## config.mk

```make
export PLATFORM = sky130hd
export DESIGN_NAME = imem_loader_flat
export DESIGN_NICKNAME = d
export VERILOG_FILES = /design/src/rtl/imem_loader_pkg.sv /design/src/rtl/imem_loader_if.sv /design/src/rtl/imem_loader.sv /design/src/flat_wrapper.sv
export SDC_FILE = /design/constraint.sdc
export NUM_CORES = 1
export LEC_CHECK = 0
export CAP_MARGIN = 5
export CORE_AREA = 3 3 77 79
export CTS_CLUSTER_SIZE = 40
export DETAILED_ROUTE_END_ITERATION = 10
export DIE_AREA = 0 0 80 82
export PLACE_DENSITY = 0.75
export SLEW_MARGIN = 20
export SYNTH_ARGS = -nofsm -noshare
export SYNTH_HDL_FRONTEND = slang
export SYNTH_SLANG_ARGS = --single-unit
```

## constraint.sdc

```tcl
create_clock -name clk -period 2.31 [get_ports clk]
set_input_delay 0.693 -clock clk [delete_from_list [all_inputs] [get_ports clk]]
set_output_delay 0.693 -clock clk [all_outputs]
set_load 0.03 [all_outputs]
```

## src/rtl/imem_loader_pkg.sv

```systemverilog
// Shared CPU constants and loader state encoding.
// Latency: n/a (declarations only).
// Backpressure: n/a.
// Contents: instruction memory DEPTH/ADDR_W (also used by fetch), loader
// state enum, and the program-length bounds check.
package imem_loader_pkg;

    localparam int DEPTH  = 32;          // instruction memory depth in words
    localparam int ADDR_W = 5;           // 2**ADDR_W >= DEPTH
    localparam int CNT_W  = ADDR_W + 1;  // wide enough to hold N == DEPTH

    typedef enum logic [2:0] {
        LD_IDLE,
        LD_COUNT,
        LD_BYTES,
        LD_WRITE,
        LD_CSUM,
        LD_DONE,
        LD_ERR
    } ld_state_t;

    // A program must hold at least one word and fit in the memory.
    function automatic logic count_ok(input logic [7:0] n);
        return (n != 8'd0) && (n <= 8'(DEPTH));
    endfunction

endpackage

```

## src/rtl/imem_loader_if.sv

```systemverilog
// Loader bundle: byte stream in, imem write port out, load status out.
// Latency: n/a (wiring only).
// Backpressure: stream uses valid/ready; the write port has no backpressure.
// Signals: start, in_data/in_valid/in_ready, mem_we/mem_addr/mem_wdata,
// busy, done, err, cpu_hold. master = host/fetch side, slave = loader.
interface imem_loader_if;
    import imem_loader_pkg::*;

    logic              start;
    logic [7:0]        in_data;
    logic              in_valid;
    logic              in_ready;
    logic              mem_we;
    logic [ADDR_W-1:0] mem_addr;
    logic [31:0]       mem_wdata;
    logic              busy;
    logic              done;
    logic              err;
    logic              cpu_hold;

    modport master (
        output start, in_data, in_valid,
        input  in_ready, mem_we, mem_addr, mem_wdata, busy, done, err, cpu_hold
    );

    modport slave (
        input  start, in_data, in_valid,
        output in_ready, mem_we, mem_addr, mem_wdata, busy, done, err, cpu_hold
    );

endinterface

```

## src/rtl/imem_loader.sv

```systemverilog
// Loads a count/data/checksum byte stream into instruction memory, big-endian words.
// Latency: 4th byte of a word on edge k -> mem_we in cycle k+1; checksum on edge c -> done/err in c+1.
// Backpressure: in_ready drops in WRITE and outside a load; in_valid low simply stalls.
// Ports: clk, rst (async, active high), bus (imem_loader_if.slave).
// All outputs come from registered state; nothing combinational from in_valid.
module imem_loader
    import imem_loader_pkg::*;
(
    input  logic         clk,
    input  logic         rst,
    imem_loader_if.slave bus
);

    ld_state_t         state;
    ld_state_t         state_nxt;
    logic [CNT_W-1:0]  word_total;   // N captured from the count byte
    logic [ADDR_W-1:0] word_cnt;     // address of the word being assembled/written
    logic [1:0]        byte_idx;     // position within the current word
    logic [31:0]       asm_word;     // shift register, first byte ends up in MSBs
    logic [7:0]        xor_acc;      // running XOR of data bytes only
    logic              take;
    logic              last_word;

    assign take      = bus.in_valid && bus.in_ready;
    // Compare the post-increment count so the WRITE cycle picks CSUM directly.
    assign last_word = (({1'b0, word_cnt} + CNT_W'(1)) == word_total);

    // State register
    always_ff @(posedge clk or posedge rst) begin
        if (rst) begin
            state <= LD_IDLE;
        end else begin
            state <= state_nxt;
        end
    end

    // Next-state logic
    always_comb begin
        state_nxt = state;
        unique case (state)
            LD_IDLE, LD_DONE, LD_ERR: begin
                if (bus.start) state_nxt = LD_COUNT;
            end
            LD_COUNT: begin
                if (take) state_nxt = count_ok(bus.in_data) ? LD_BYTES : LD_ERR;
            end
            LD_BYTES: begin
                if (take && (byte_idx == 2'd3)) state_nxt = LD_WRITE;
            end
            LD_WRITE: begin
                state_nxt = last_word ? LD_CSUM : LD_BYTES;
            end
            LD_CSUM: begin
                if (take) state_nxt = (bus.in_data == xor_acc) ? LD_DONE : LD_ERR;
            end
            default: state_nxt = LD_IDLE;
        endcase
    end

    // Output decode from registered state and datapath registers
    always_comb begin
        bus.in_ready  = 1'b0;
        bus.mem_we    = 1'b0;
        bus.busy      = 1'b0;
        bus.done      = 1'b0;
        bus.err       = 1'b0;
        bus.cpu_hold  = 1'b1;
        bus.mem_addr  = word_cnt;
        bus.mem_wdata = asm_word;
        unique case (state)
            LD_COUNT, LD_BYTES, LD_CSUM: begin
                bus.in_ready = 1'b1;
                bus.busy     = 1'b1;
            end
            LD_WRITE: begin
                bus.mem_we = 1'b1;
                bus.busy   = 1'b1;
            end
            LD_DONE: begin
                bus.done     = 1'b1;
                bus.cpu_hold = 1'b0;
            end
            LD_ERR: begin
                bus.err = 1'b1;
            end
            default: ;
        endcase
    end

    // Datapath: word counter, byte index, assembly register, checksum
    always_ff @(posedge clk or posedge rst) begin
        if (rst) begin
            word_total <= '0;
            word_cnt   <= '0;
            byte_idx   <= '0;
            asm_word   <= '0;
            xor_acc    <= '0;
        end else begin
            unique case (state)
                LD_COUNT: begin
                    if (take && count_ok(bus.in_data)) begin
                        word_total <= bus.in_data[CNT_W-1:0];
                        word_cnt   <= '0;
                        byte_idx   <= '0;
                        xor_acc    <= '0;
                    end
                end
                LD_BYTES: begin
                    if (take) begin
                        asm_word <= {asm_word[23:0], bus.in_data};
                        xor_acc  <= xor_acc ^ bus.in_data;
                        byte_idx <= byte_idx + 2'd1;
                    end
                end
                LD_WRITE: begin
                    word_cnt <= word_cnt + ADDR_W'(1);
                end
                default: ;
            endcase
        end
    end

endmodule

```

## src/flat_wrapper.sv

```systemverilog
// flat-port wrapper written by rule: the top's interface ports become plain ports
module imem_loader_flat import imem_loader_pkg::*;
  (clk, rst, bus_start, bus_in_data, bus_in_valid, bus_in_ready, bus_mem_we, bus_mem_addr, bus_mem_wdata, bus_busy, bus_done, bus_err, bus_cpu_hold);
  imem_loader_if bus_i ();
  input  logic clk;
  input  logic rst;
  input wire logic [$bits(bus_i.start)-1:0] bus_start;
  input wire logic [$bits(bus_i.in_data)-1:0] bus_in_data;
  input wire logic [$bits(bus_i.in_valid)-1:0] bus_in_valid;
  output wire logic [$bits(bus_i.in_ready)-1:0] bus_in_ready;
  output wire logic [$bits(bus_i.mem_we)-1:0] bus_mem_we;
  output wire logic [$bits(bus_i.mem_addr)-1:0] bus_mem_addr;
  output wire logic [$bits(bus_i.mem_wdata)-1:0] bus_mem_wdata;
  output wire logic [$bits(bus_i.busy)-1:0] bus_busy;
  output wire logic [$bits(bus_i.done)-1:0] bus_done;
  output wire logic [$bits(bus_i.err)-1:0] bus_err;
  output wire logic [$bits(bus_i.cpu_hold)-1:0] bus_cpu_hold;
  assign bus_i.start = bus_start;
  assign bus_i.in_data = bus_in_data;
  assign bus_i.in_valid = bus_in_valid;
  assign bus_in_ready = bus_i.in_ready;
  assign bus_mem_we = bus_i.mem_we;
  assign bus_mem_addr = bus_i.mem_addr;
  assign bus_mem_wdata = bus_i.mem_wdata;
  assign bus_busy = bus_i.busy;
  assign bus_done = bus_i.done;
  assign bus_err = bus_i.err;
  assign bus_cpu_hold = bus_i.cpu_hold;
  imem_loader u_core (.clk(clk), .rst(rst), .bus(bus_i));
endmodule
```

==> impl_metrics.toml, run 1 <==
[status]
status = "completed"

[worst_hold_path]
hold_class = "register to register"
hp-start = "u_core.bus.mem_wdata[24]"
hold_end = "u_core.bus.mem_wdata[24]"
min_path_cells = 2

[finish]
antennaDiodeCount = 0
layout_common_cells = "nand2_1, dfrtp_1, clkdlybuf4s50_1"
fin_util_pct = 67.3
n_fill_cell = 464
drive_gt1_share_pct = 14.8
multi_input_comb_area_sq_um = 1250
register_area_sq_um = 1400
final_common_cell = "nand2_1"
final_nets = 391
areaGrowthSynthToFinish_pct = 33.9

[routing]
via_per_inst = 5.12
wl_per_cell_um = 13.1
drc = 0
drtIter0Drc = 99
routed_wl_mm = 5.89
final_antenna_net_count = 0
num_vias = 2303
dr.pass1.iters = 4

[timing]
finalHoldViolations = 0
final.period_utilization_pct = 98.3
hold_ws_ps = 478
max_freq_mhz = 440
worstMarginPinSlew_ps = 346
drv_slew = 0
max-slew-margin-rel_pct = 76.7
setup_viol = 0
fin_skew_ps = 8.05
rsz0062_at_grt = "false"
fin_crit_ps = 2270
tns_ps = 0

[placement]
place.gp.congestion = 0.835
hpwl_mm = 4.25
io_buffers = 54

[grt]
grt-ovfl-total = 0
grt_pass1_vias = 2109
grt_max_degree = 57
grt_pass1_wl_mm = 10.0
track_usage_pct = 19.2
antenna_found_initial = 0

[synthesis]
synth_nets = 318
syn_area_per_cell_sq_um = 8.93
synth_seq_cells = 56
synth_ff_type = "dfrtp_1"
synth_cell_types = 34
synth-async-reset-ratio_pct = 100
synthesis.area_sq_um = 2720
synthCells = 304
yosysSeqAreaShare_pct = 51.6
synth_edf_count = 0
ys_warn_count = 0

[floorplanning]
rows = 27
die_w_um = 80
fp.coreArea_sq_um = 5410
die_area_sq_um = 6560
initial_core_util_pct = 50.2
die_h_um = 82
io_pins = 55

[cts]
htreeDepth = 2
hold_buffers = 0
cts.clk_slew.worst_paths_ps = 100
cts_buffer_depth = 2
cts.sinks = 56
cts-root-buf = "clkbuf_8"
cts_tree = "built"
clkLatencyLatePin_ps = 310
cts_buffers = 5

[setup_path]
max_stage_delay_ps = 550
crit_slowest_cell = "or4_4"
critPathLaunchType = "primary input"
cp-end-kind = "register"
rrSetupSlack_ps = 340
crit_path_max_fanout = 8
r2r-end = "u_core.state[2]"
worstSetupPathType = "primary input to register"
arrival_ps = 2470
timing.rr.start = "u_core.bus.mem_addr[1]"
crit_chain = "dlygate4sd2_1, or4_4, or3_1, nand3_2, nor2_4, buf_12, mux2_4"
worstPathRequired_ps = 2510
rr_worst_depth = 6

[power]
total_power_mw = 4.97
p_per_area_nw_per_um2 = 1370
vdd_drop_max_mv = 0.718
power.leakage_nw = 1.75

[job]
max_cap_violations = 0
[timing repair]
action,4_1_cts,5_1_grt
endpoints found under the hold margin,0,0
pin swaps,1,4
buffers inserted,0,2
resized for setup,11,13
endpoints found under the setup margin,21,14
[registers in the layout, summed over array words and instances, names as in the netlist]
name                  count
u_core.bus.mem_wdata     32
u_core.xor_acc            8
u_core.word_total         6
u_core.bus.mem_addr       5
u_core.state              3
u_core.byte_idx           2
[Yosys cell counts, types with 3 or more instances]
master	instances	area (sq um)
a21oi_1	4	20.0
and2_1	3	18.8
clkbuf_1	10	37.5
dfrtp_1	56	1400
inv_1	7	26.3
mux2_2	5	56.3
nand2_1	115	432
nand3_1	5	25.0
nand3b_1	5	37.5
nor2_1	11	41.3
nor2b_1	7	43.8
o211ai_1	8	60.1
o21ai_0	17	85.1
o21bai_1	5	37.5
o22ai_1	4	25.0
xnor2_1	8	70.1
xor2_1	11	96.3
[worst max-delay path: cells and delay by family]
family	cells	cell delay (ps)
AND/OR/NAND/NOR	4	1070
buffers and inverters	2	410
multiplexers	1	290
[through the flow]
step	area, sq um	worst slack (ps)	instances
6_report	3640	38.9	450
5_1_grt	3640	11.9	450
4_1_cts	3570	15.6	448
3_5_place_dp	3480	-514	440
3_3_place_gp	3480	-443	440
2_1_floorplan	2720	0.726	304
[power by group]
group / switching, mW / internal (mW) / total [mW]
clock network: 0.332 / 0.216 / 0.548
logic: 1.47 / 1.17 / 2.64
registers: 0.378 / 1.40 / 1.78
[kinds of logic after synthesis]
kind of cell,Yosys count,share of synthesized area (%)
XOR/XNOR,19,6.13
multiplexers,8,3.55
AND/OR/NAND/NOR,156,24.7
adder cells (fa/ha/maj),2,0.922
buffers and inverters,21,3.46
AO/OA/AOI/OAI,42,9.63
flip-flops,56,51.6
[per-layer routing]
layer | up-vias | part of all wire, % | global-route usage, %
li1 | 1142 | - | -
met1 | 1113 | 48 | 27.6
met2 | 44 | 48 | 30.7
met3 | 4 | 3.3 | 3.07
met4 | 0 | 0.78 | 4.39
met5 | - | 0 | 0
[layout make-up]
class	instances	area share, %
clock buffer	5	1.89
clock inverter	3	0.585
inverter	7	0.723
multi-input combinational	227	34.5
sequential	56	38.6
tap	72	2.48
timing repair buffer	80	21.2
[worst max path at each step]
stage	startpoint	to	depth (start not counted)
finish	bus_in_data[1]	u_core.word_total[2]	7
global route	bus_in_data[1]	u_core.word_total[3]	7
CTS	bus_in_data[2]	u_core.word_total[2]	6
detailed placement	bus_in_data[1]	u_core.bus.mem_addr[4]	7
global placement	bus_in_data[1]	u_core.bus.mem_addr[0]	7
floorplan	bus_in_data[1]	u_core.word_total[0]	6
Note: power is estimated with default switching activity, not from simulation.
==> run 2: changes to the inputs <==
--- a/config.mk
+++ b/config.mk
@@ -8,6 +8,6 @@
 export CAP_MARGIN = 5
-export CORE_AREA = 3 3 77 79
+export CORE_AREA = 2 2 76 78
 export CTS_CLUSTER_SIZE = 40
 export DETAILED_ROUTE_END_ITERATION = 10
-export DIE_AREA = 0 0 80 82
+export DIE_AREA = 0 0 78 80
 export PLACE_DENSITY = 0.75
--- a/constraint.sdc
+++ b/constraint.sdc
@@ -3,2 +3,2 @@
 set_output_delay 0.693 -clock clk [all_outputs]
-set_load 0.03 [all_outputs]
+set_load 0.1 [all_outputs]
==> impl_metrics.toml, run 2 (synthesized netlist as in run 1, its figures left out) <==
[status]
status = "completed"

[finish]
largest_reg_flops = 32
layout_common_cells = "nand2_1, buf_4, dfrtp_1"
final_common_cell = "nand2_1"
final_nets = 388
antennaDiodeCount = 0
drive_gt1_share_pct = 26.4
areaGrowthSynthToFinish_pct = 32.7

[timing]
hold_ws_ps = 485
final.setup.worst_slack_ps = 159
setup_viol = 0
tns_ps = 0
fin_skew_ps = 7.42
finalHoldViolations = 0
final.period_utilization_pct = 93.1
drv_slew = 0
max-slew-margin-rel_pct = 70.1
worstMarginPinSlew_ps = 448
rsz0062_at_grt = "false"
fin_crit_ps = 2150
max_freq_mhz = 465

[floorplanning]
fp.coreArea_sq_um = 5410
io_pins = 55
die_h_um = 80
rows = 27
initial_core_util_pct = 50.2
die_w_um = 78
die_area_sq_um = 6240

[routing]
wl_per_cell_um = 13.3
dr.pass1.iters = 4
dr_wl_met2_mm = 2.90
routed_wl_mm = 5.97
drtIter0Drc = 115
wl_met1_mm = 2.77
num_vias = 2250
drc = 0
via_per_inst = 5.03
routed.top_layer = "met4"
final_antenna_net_count = 0
route.met3.wl_um = 177

[cts]
clkLatencyLatePin_ps = 310
postCtsSetupBuffers = 0
hold_buffers = 0
htreeDepth = 2
cts.clk_slew.worst_paths_ps = 100
cts.sinks = 56
cts_tree = "built"
cts_buffers = 5
cts-root-buf = "clkbuf_8"
cts_buffer_depth = 2

[setup_path]
crit_chain = "nor2_1, xnor2_2, buf_12"
cp_top_family = "flip-flops"
rrSetupSlack_ps = 350
timing.rr.start = "u_core.bus.mem_addr[0]"
worstSetupPathType = "register to primary output"
cp-end-kind = "primary output"
crit_slowest_cell = "dfrtp_2"
crit_path_max_fanout = 9
max_stage_delay_ps = 480
worstPathRequired_ps = 1620
r2r-end = "u_core.state[1]"
rr_worst_depth = 6
cp_num_buf_inv = 1
critPathLaunchType = "register"
arrival_ps = 1460

[placement]
place_ws_ps = -456
place.gp.congestion = 0.795
io_buffers = 54
hpwl_mm = 4.43

[worst_hold_path]
hold_end = "u_core.bus.mem_wdata[28]"
hold_class = "register to register"
min_path_cells = 2
hp-start = "u_core.bus.mem_wdata[28]"

[grt]
antenna_found_initial = 0
grt_max_degree = 31
grt-ovfl-total = 0
grt_pass1_vias = 2055
track_usage_pct = 19.8
grt_pass1_wl_mm = 9.75

[job]
max_cap_violations = 0
## run 2: cell types whose count changed in the layout (fill, tap and decap cells not counted), sizes merged
cell / before / now
buf: 29 / 66
dlymetal6s2s: 3 / 4
inv: 8 / 7
clkdlybuf4s50: 44 / 7
dlygate4sd2: 4 / 0
clkinv: 1 / 2
## run 2: repair_timing
item,CTS,global route
gates resized for setup,6,13
gates cloned,0,0
pin swaps,1,4
endpoints found under the hold margin,0,0
endpoints found under the setup margin,18,20
## run 2: how the worst max path moves through the flow
| stage | from | to | slack, ps | depth (start not counted) |
|---|---|---|---|---|
| after floorplan | u_core.state[1] | bus_busy | -100 | 3 |
| after global placement | bus_in_data[1] | u_core.bus.mem_addr[0] | -370 | 7 |
| after detailed placement | bus_in_data[1] | u_core.bus.mem_addr[3] | -460 | 7 |
| after CTS | bus_in_data[1] | u_core.bus.mem_addr[3] | 6 | 7 |
| after global routing | u_core.state[1] | bus_err | 80 | 3 |
| final | u_core.state[1] | bus_busy | 160 | 3 |
## run 2: area by class of cell
type / instances / area [sq um]
clock buffers: 5 / 68.8
clock inverters: 3 / 22.5
fillers: 457 / 1800
inverters: 7 / 30.0
multi-input cells: 227 / 1260
flip-flops and latches: 56 / 1410
well taps: 72 / 90.1
repair buffers: 77 / 719
## run 2: worst register-to-register path: stages (launching register included)
cell and delay [ps]:
dfrtp_2 450, ha_1 200, nand3_1 130, xnor2_1 160
or3_1 310, a2111o_1 460, o2bb2ai_1 140
## run 2: routing by layer
metal / vias up / track usage [%]
met3: 12 / 3.85
met4: 0 / 7.54
met5: - / 0
met1: 1065 / 26.3
li1: 1135 / -
met2: 38 / 32.2
## run 2: per-stage QoR
| step | instance area [sq um] | instances | util (%) |
|---|---|---|---|
| floorplan | 2740 | 304 | - |
| global placement | 3470 | 439 | 64.2 |
| detailed placement | 3470 | 439 | 64.2 |
| CTS | 3570 | 447 | 66.0 |
| global route | 3600 | 447 | 66.7 |
| finish | 3600 | 447 | 66.7 |
Power of run 2 is not shown: default switching activity piles up to over one toggle a cycle in this logic, so the estimate is an artifact.
==> run 3: changes to the inputs <==
Settings changed: CORE_AREA 2 2 76 78 to 2 2 68 70, CTS_BUF_LIST set to sky130_fd_sc_hd__clkbuf_4, DIE_AREA 0 0 78 80 to 0 0 70 72, DONT_BUFFER_PORTS set to 1, PLACE_DENSITY 0.75 to 0.79.
==> impl_metrics.toml, run 3 (synthesized netlist as in run 1, its figures left out) <==
[setup_path]
cp_top_family = "flip-flops"
worstPathRequired_ps = 1620
timing.rr.start = "u_core.bus.mem_addr[0]"
max_stage_delay_ps = 490
rr_worst_depth = 6
critPathLaunchType = "register"
crit_start = "u_core.state[1]"
crit_path_max_fanout = 6
path_depth = 4
cp-end-kind = "primary output"
crit_chain = "buf_6, nand2b_4, o22ai_2, buf_12"
worstSetupPathType = "register to primary output"
arrival_ps = 1560
rrSetupSlack_ps = 350
crit_slowest_cell = "dfrtp_2"
cp_num_buf_inv = 2

[routing]
dr_wl_met2_mm = 3.04
route.met3.wl_um = 386
drc = 0
dr.pass1.iters = 4
routed.top_layer = "met4"
drtIter0Drc = 195
final_antenna_net_count = 0
wl_met1_mm = 2.54
routed_wl_mm = 6.09
num_vias = 2256
wl_per_cell_um = 14.9
via_per_inst = 5.53

[grt]
grt_pass1_vias = 2224
antenna_found_initial = 0
grt_max_degree = 45
grt_pass1_wl_mm = 10.4
grt-ovfl-total = 0
track_usage_pct = 25.9

[finish]
areaGrowthSynthToFinish_pct = 22.6
final_nets = 369
antennaDiodeCount = 0
layout_common_cells = "nand2_1, buf_4, dfrtp_1"
largest_reg_flops = 32
final-instance-count-excl-fill = 408
register_area_sq_um = 1410
design_area_sq_um = 3330
drive_gt1_share_pct = 25.3
n_fill_cell = 318
multi_input_comb_area_sq_um = 1250
final_common_cell = "nand2_1"

[placement]
io_buffers = 0
place.gp.congestion = 0.809
detailed_place.area_sq_um = 3210
hpwl_mm = 4.39
placedCellCount = 397

[cts]
cts_tree = "built"
htreeDepth = 2
cts-root-buf = "clkbuf_4"
clkLatencyLatePin_ps = 380
cts.sinks = 56
cts_buffers = 5
cts.clk_slew.worst_paths_ps = 160
hold_buffers = 0
cts_buffer_depth = 2

[floorplanning]
die_h_um = 72
die_area_sq_um = 5040
fp.coreArea_sq_um = 4260
io_pins = 55
die_w_um = 70
rows = 24
initial_core_util_pct = 63.7

[timing]
worstMarginPinSlew_ps = 581
max_freq_mhz = 444
finalHoldViolations = 0
hold_ws_ps = 224
fin_skew_ps = 11.3
max-slew-margin-rel_pct = 61.2
final.period_utilization_pct = 97.5
setup_viol = 0
drv_slew = 0
fin_crit_ps = 2250

[status]
status = "completed"

[job]
max_cap_violations = 0

[worst_hold_path]
hold_class = "primary input to asynchronous set/reset pin"
run 3: changes by cell type in the layout (fill, tap and decap cells not counted), moves of 3 or more:
cell and delta:
clkdlybuf4s50_1 -7, buf_4 -6, clkbuf_4 +5, clkbuf_8 -5, dlymetal6s2s_1 -4, mux2_2 +4
mux2_4 -4, o21ai_0 +3
run 3: through the flow:
stage	setup slack (ps)	util, %	setup TNS, ps
after global routing	-11.9	78.1	-12.3
after CTS	-1.76	77.2	-1.76
after detailed placement	-50.4	75.4	-150
final	57.0	78.1	0
after global placement	27.0	75.4	0
after floorplan	-104	-	-104
run 3: routing by layer:
metal / up-vias / track usage [%]
met4: 0 / 8.55
met1: 1079 / 33.5
met3: 14 / 7.78
met2: 72 / 42.3
li1: 1091 / -
met5: - / 0
run 3: area by class of cell:
cell class	instances	area share (%)
clock inverters	3	0.564
well taps	52	1.95
multi-input cells	227	37.6
inverters	7	0.977
clock buffers	5	1.13
flip-flops and latches	56	42.3
repair buffers	58	15.5
run 3: final timing paths:
check,end
worst max-delay path,bus_in_ready
worst min-delay path,u_core.bus.mem_wdata[31]
worst max register to register,u_core.state[2]
worst min register to register,u_core.bus.mem_wdata[24]
max in group asynchronous,u_core.bus.mem_wdata[2]
min in group clk,u_core.bus.mem_wdata[7]
run 3: repair_timing:
item | CTS | global route
setup buffers | 2 | 1
resized for setup | 5 | 7
setup endpoints to repair | 6 | 4
pin swaps | 0 | 1
Power of run 3 is left out for the same reason.
